File: config.mk
export PLATFORM = sky130hd
export DESIGN_NAME = terminate_pipeline_buf
export DESIGN_NICKNAME = d
export VERILOG_FILES = /design/src/rtl/terminate_pipeline_buf.sv
export SDC_FILE = /design/constraint.sdc
export NUM_CORES = 1
export LEC_CHECK = 0
export ABC_AREA = 1
export ABC_CLOCK_PERIOD_IN_PS = 4500
export BUFFER_PORTS_ARGS = -buffer_cell sky130_fd_sc_hd__buf_2
export CORE_MARGIN = 2
export CORE_UTILIZATION = 55
export DETAILED_ROUTE_END_ITERATION = 10
export MAX_ROUTING_LAYER = met4
export PLACE_DENSITY = 0.86
export RECOVER_POWER = 50
export SETUP_SLACK_MARGIN = 0.3
export SYNTH_ARGS = -nofsm -noshare
export SYNTH_HDL_FRONTEND = slang
export SYNTH_SLANG_ARGS = --single-unit
File: constraint.sdc
create_clock -name clk -period 4.5 [get_ports clk]
set_clock_uncertainty 0.1 [all_clocks]
set_input_delay 0.225 -clock clk [delete_from_list [all_inputs] [get_ports clk]]
set_output_delay 0.225 -clock clk [all_outputs]
set_load 0.02 [all_outputs]
File: src/rtl/terminate_pipeline_buf.sv
// Branch-target resolve stage feeding a 2-entry skid FIFO toward the terminate/commit stage.
// Optional feature: define TERMINATE_MISPREDICT_EN to keep a per-entry (target != predicted_addr) flag.
module terminate_pipeline_buf #(
    parameter int ADDR_W = 16,
    parameter int ROB_W  = 5,
    parameter int ARCH_W = 8,
    parameter int PHYS_W = 10
) (
    input  logic              clk,
    input  logic              rst,
    input  logic [3:0]        opcode,
    input  logic [ADDR_W-1:0] reg_base_val,
    input  logic [7:0]        flag_vals,
    input  logic [7:0]        offset,
    input  logic [3:0]        immediate,
    input  logic              instr_valid,
    output logic              instr_ready,
    input  logic [ROB_W-1:0]  ROB_entries,
    input  logic [ARCH_W-1:0] arch_dest_regs,
    input  logic [PHYS_W-1:0] phys_dest_regs,
    input  logic              flush,
    input  logic [ADDR_W-1:0] predicted_addr,
    output logic [ADDR_W-1:0] result_addr,
    output logic              result_valid,
    input  logic              result_ready,
    output logic              mispredict,
    output logic [ROB_W-1:0]  ROB_entries_out,
    output logic [ARCH_W-1:0] arch_dest_regs_out,
    output logic [PHYS_W-1:0] phys_dest_regs_out
);

    typedef enum logic [1:0] {
        EMPTY = 2'd0,
        ONE   = 2'd1,
        FULL  = 2'd2
    } occ_e;

    typedef struct packed {
        logic [ADDR_W-1:0] addr;
        logic [ROB_W-1:0]  rob;
        logic [ARCH_W-1:0] arch;
        logic [PHYS_W-1:0] phys;
`ifdef TERMINATE_MISPREDICT_EN
        logic              mis;
`endif
    } entry_t;

    occ_e   occ_q, occ_d;
    entry_t head_q, head_d;
    entry_t tail_q, tail_d;
    entry_t new_entry;

    logic              taken;
    logic [ADDR_W-1:0] target;
    logic              push;
    logic              pop;

    always_comb begin
        taken = opcode[0] | (flag_vals[immediate[2:0]] == ~immediate[3]);
        if (opcode[0]) begin
            target = reg_base_val + ADDR_W'(immediate);
        end else if (taken) begin
            target = reg_base_val + ADDR_W'(signed'(offset)) + ADDR_W'(1);
        end else begin
            target = reg_base_val + ADDR_W'(1);
        end
    end

    always_comb begin
        new_entry      = '0;
        new_entry.addr = target;
        new_entry.rob  = ROB_entries;
        new_entry.arch = arch_dest_regs;
        new_entry.phys = phys_dest_regs;
`ifdef TERMINATE_MISPREDICT_EN
        new_entry.mis  = (target != predicted_addr);
`endif
    end

`ifndef TERMINATE_MISPREDICT_EN
    logic unused_predicted_addr;
    assign unused_predicted_addr = ^predicted_addr;
`endif

    // Handshakes depend only on registered occupancy, so instr_ready never sees result_ready.
    assign instr_ready  = (occ_q != FULL);
    assign result_valid = (occ_q != EMPTY);
    assign push         = instr_valid & instr_ready & ~flush;
    assign pop          = result_valid & result_ready;

    // NOTE: every always_comb output gets a default first, so no path can infer a latch.
    always_comb begin
        occ_d  = occ_q;
        head_d = head_q;
        tail_d = tail_q;
        if (flush) begin
            occ_d = EMPTY;
        end else begin
            unique case (occ_q)
                EMPTY: begin
                    if (push) begin
                        head_d = new_entry;
                        occ_d  = ONE;
                    end
                end
                ONE: begin
                    if (push && pop) begin
                        head_d = new_entry;
                    end else if (push) begin
                        tail_d = new_entry;
                        occ_d  = FULL;
                    end else if (pop) begin
                        occ_d = EMPTY;
                    end
                end
                FULL: begin
                    if (pop) begin
                        head_d = tail_q;
                        occ_d  = ONE;
                    end
                end
                default: occ_d = EMPTY;
            endcase
        end
    end

    // NOTE: non-blocking assignments for all state so every register samples pre-edge values.
    always_ff @(posedge clk) begin
        if (rst) begin
            occ_q <= EMPTY;
        end else begin
            occ_q <= occ_d;
        end
    end

    // NOTE: payload storage is deliberately not reset; occupancy alone decides what is visible.
    always_ff @(posedge clk) begin
        head_q <= head_d;
        tail_q <= tail_d;
    end

    assign result_addr        = head_q.addr;
    assign ROB_entries_out    = head_q.rob;
    assign arch_dest_regs_out = result_valid ? head_q.arch : '0;
    assign phys_dest_regs_out = result_valid ? head_q.phys : '0;
`ifdef TERMINATE_MISPREDICT_EN
    assign mispredict         = result_valid & head_q.mis;
`else
    assign mispredict         = 1'b0;
`endif

endmodule

==> flow_summary.ini <==
[clock_network]
path_clk_slew_ps = 80
cts_resized = 0
insertion_delay_ps = 350
clock_tree.root_cell = clkbuf_8
htree_num_levels = 3
clockBufferDepth = 2
clock_sinks = 80
cts_tree = done
cts_buffers = 9

[synth]
yosys.area_share.simple_pct = 32.8
ys_ff_latch = 80
synth.area.top_cells = edfxtp_1, nand2_1, inv_1, ha_1, nand3_1
async_flop_share_pct = 0
synth.top_cell.area_share_pct = 42.7
synth_top_family_by_area = simple AND/OR/NAND/NOR gates
synth_cell_type_count = 34
synth.most_common_cell = nand2_1
synthMuxAreaShare_pct = 0
synth_compound_area_share_pct = 3.88
postSynthNetCount = 817
synth_area_leader_cell = edfxtp_1
yosysWarnings = 0
synthTopCellsByCount = nand2_1, inv_1, edfxtp_1, nor2_1, nand3_1
synth_edf_count = 78
yosysSeqAreaShare_pct = 43.4
synth-adder-area-share_pct = 5.29
syn_inst = 711
synth_xor_area_share_pct = 3.35
syn_area_sq_um = 5480
syn_area_per_cell_sq_um = 7.71
synthFlopType = edfxtp_1

[detailed_routing]
routed_wl_mm = 12.8
antenna_left = 0
vias = 4886
wl_per_cell_um = 13.4
vias_per_cell = 5.12
drtIter0Drc = 362
dr.pass1.iters = 5
drc_errors = 0

[setup_path]
setup.worst_path.start_class = register
cp_max_fo = 28
crit_type = register to register
endpoint_kind = register
worstReg2RegStart = occ_q[0]
ff2ff_setup_slack_ps = 1700
reg2regPathDepth = 6
reg2reg_to = result_addr[6]
worstPathRequired_ps = 4440
arrival_ps = 2740

[worst_hold_path]
min_path_type = input pin to register
hold_start = rst
hold_path_depth = 3
min_to = occ_q[1]

[power]
power.density_nw_per_um2 = 288
power_w = 0.00182
power.leakage_nw = 3.00
peakVddDrop_mv = 0.157

[die]
coreArea_sq_um = 9730
fp-row-count = 36
ios = 126
fp.dieW_um = 104
dieArea_sq_um = 10800
start_util_pct = 56.4
die_y_um = 104

[global_route]
grt_pass1_vias = 4669
grt_pass1_wl_mm = 21.3
grt_max_degree = 42
antenna_found_initial = 0
grt_usage_pct = 25.1
grt_overflow = 0

[run]
cap_viol_max_count = 0

[timing]
fin_crit_ps = 2800
worstMarginPinSlew_ps = 1080
fin_crit_sh_pct = 62.2
fmax_ghz = 0.357
slew_headroom_pct = 28.0
fin_setup_tns_ps = 0
hold_viol = 0
hold_slack_ps = 53.5
slew_violations = 0
grt_setup_unrepaired = false
setup_violations = 0

[place]
hpwl_mm = 9.31
port_buffers = 105
globalplace.congestion = 0.956

[run_status]
outcome = finished, final reports clean

[layout]
syn_to_final_growth_pct = 14.8
layout-drive-gt1-share_pct = 9.85
final_net_count = 924
n_antenna_cell = 0
fillers = 848
[worst max path at each step]
stage / startpoint / endpoint / slack (ps) / depth (start not counted)
final: occ_q[0] / result_addr[6] / 1700 / 6
after floorplan: occ_q[0] / ROB_entries_out[0] / 1330 / 4
after global routing: occ_q[0] / result_addr[6] / 1460 / 6
after detailed placement: occ_q[0] / result_addr[10] / 2030 / 6
after CTS: occ_q[0] / instr_ready / 1770 / 5
after global placement: reg_base_val[0] / result_addr[14] / 2070 / 19
[cells by family after synthesis]
| kind of cell | count (synthesis) |
|---|---|
| flip-flops | 80 |
| other | 1 |
| adder cells (fa/ha/maj) | 22 |
| AO/OA/AOI/OAI | 35 |
| XOR/XNOR | 21 |
| buffers and inverters | 136 |
| AND/OR/NAND/NOR | 416 |
[report_power, final]
part	switching (W)	internal [W]	total (W)
sequential	0.00000557	0.000848	0.000854
clock	0.000261	0.000313	0.000575
combinational	0.000252	0.000136	0.000388
[routing by layer]
layer  up-vias  share of wire (%)  global-route usage, %
met5         -                  0                      -
met4         0                2.7                   10.0
met3        29                6.3                   4.14
met2       205                 48                   40.8
met1      2196                 43                   31.4
li1       2456                  -                      -
[layout by cell type, fill, tap and decap left out, types with 2 or more instances in the layout]
cell,synthesis,routed
nand2_1,273,277
inv_1,96,97
edfxtp_1,78,78
clkbuf_1,9,67
nor2_1,49,50
nand3_1,45,47
buf_2,1,39
dlygate4sd3_1,0,23
ha_1,20,20
xor2_1,18,18
nand4_1,17,17
a21oi_1,17,16
clkbuf_8,0,9
nand2_2,11,8
o21ai_0,7,8
buf_4,25,4
and2_1,3,3
nand3_2,4,3
o21ai_1,4,3
o211ai_1,1,3
xnor2_1,3,3
nand3b_1,2,2
inv_2,3,2
nor2_4,2,2
nor3_1,2,2
nor2_2,3,2
o21bai_1,2,2
o211ai_2,4,2
fa_1,2,2
inv_6,0,2
bufinv_16,0,2
dfxtp_1,2,2
[worst max-delay path, stage by stage (launching register included)]
cell	delay, ps
dfxtp_1	450
nor2_1	70
clkbuf_1	380
nand2_1	250
nand3_1	140
a21oi_4	720
buf_4	350
[registers in the layout, summed over array words and instances (netlist names)]
signal / cells
occ_q: 2
ROB_entries_out: 5
tail_q: 39
head_q: 18
result_addr: 16
[stage by stage]
| step | cells | area [sq um] | setup WS, ps | utilization, % |
|---|---|---|---|---|
| 5_1_grt | 955 | 6300 | 1460 | 64.7 |
| 3_5_place_dp | 917 | 5990 | 2030 | 61.5 |
| 4_1_cts | 955 | 6430 | 1770 | 66.1 |
| 2_1_floorplan | 711 | 5480 | 1330 | - |
| 3_3_place_gp | 917 | 5990 | 2070 | 61.5 |
| 6_report | 955 | 6300 | 1700 | 64.7 |
[final cells by class]
class | instances | area [sq um] | area share, %
flip-flops and latches | 80 | 2380 | 37.8
repair buffers | 133 | 707 | 11.2
inverters | 99 | 372 | 5.90
well taps | 133 | 166 | 2.64
clock buffers | 9 | 124 | 1.97
multi-input cells | 495 | 2450 | 39.0
clock inverters | 6 | 91.3 | 1.45
[what timing repair did]
action / 4_1_cts / 5_1_grt
hold buffers: 23 / 0
setup buffers: 0 / 0
hold endpoints to repair: 23 / 0
Power figures use the tool's default switching activity.
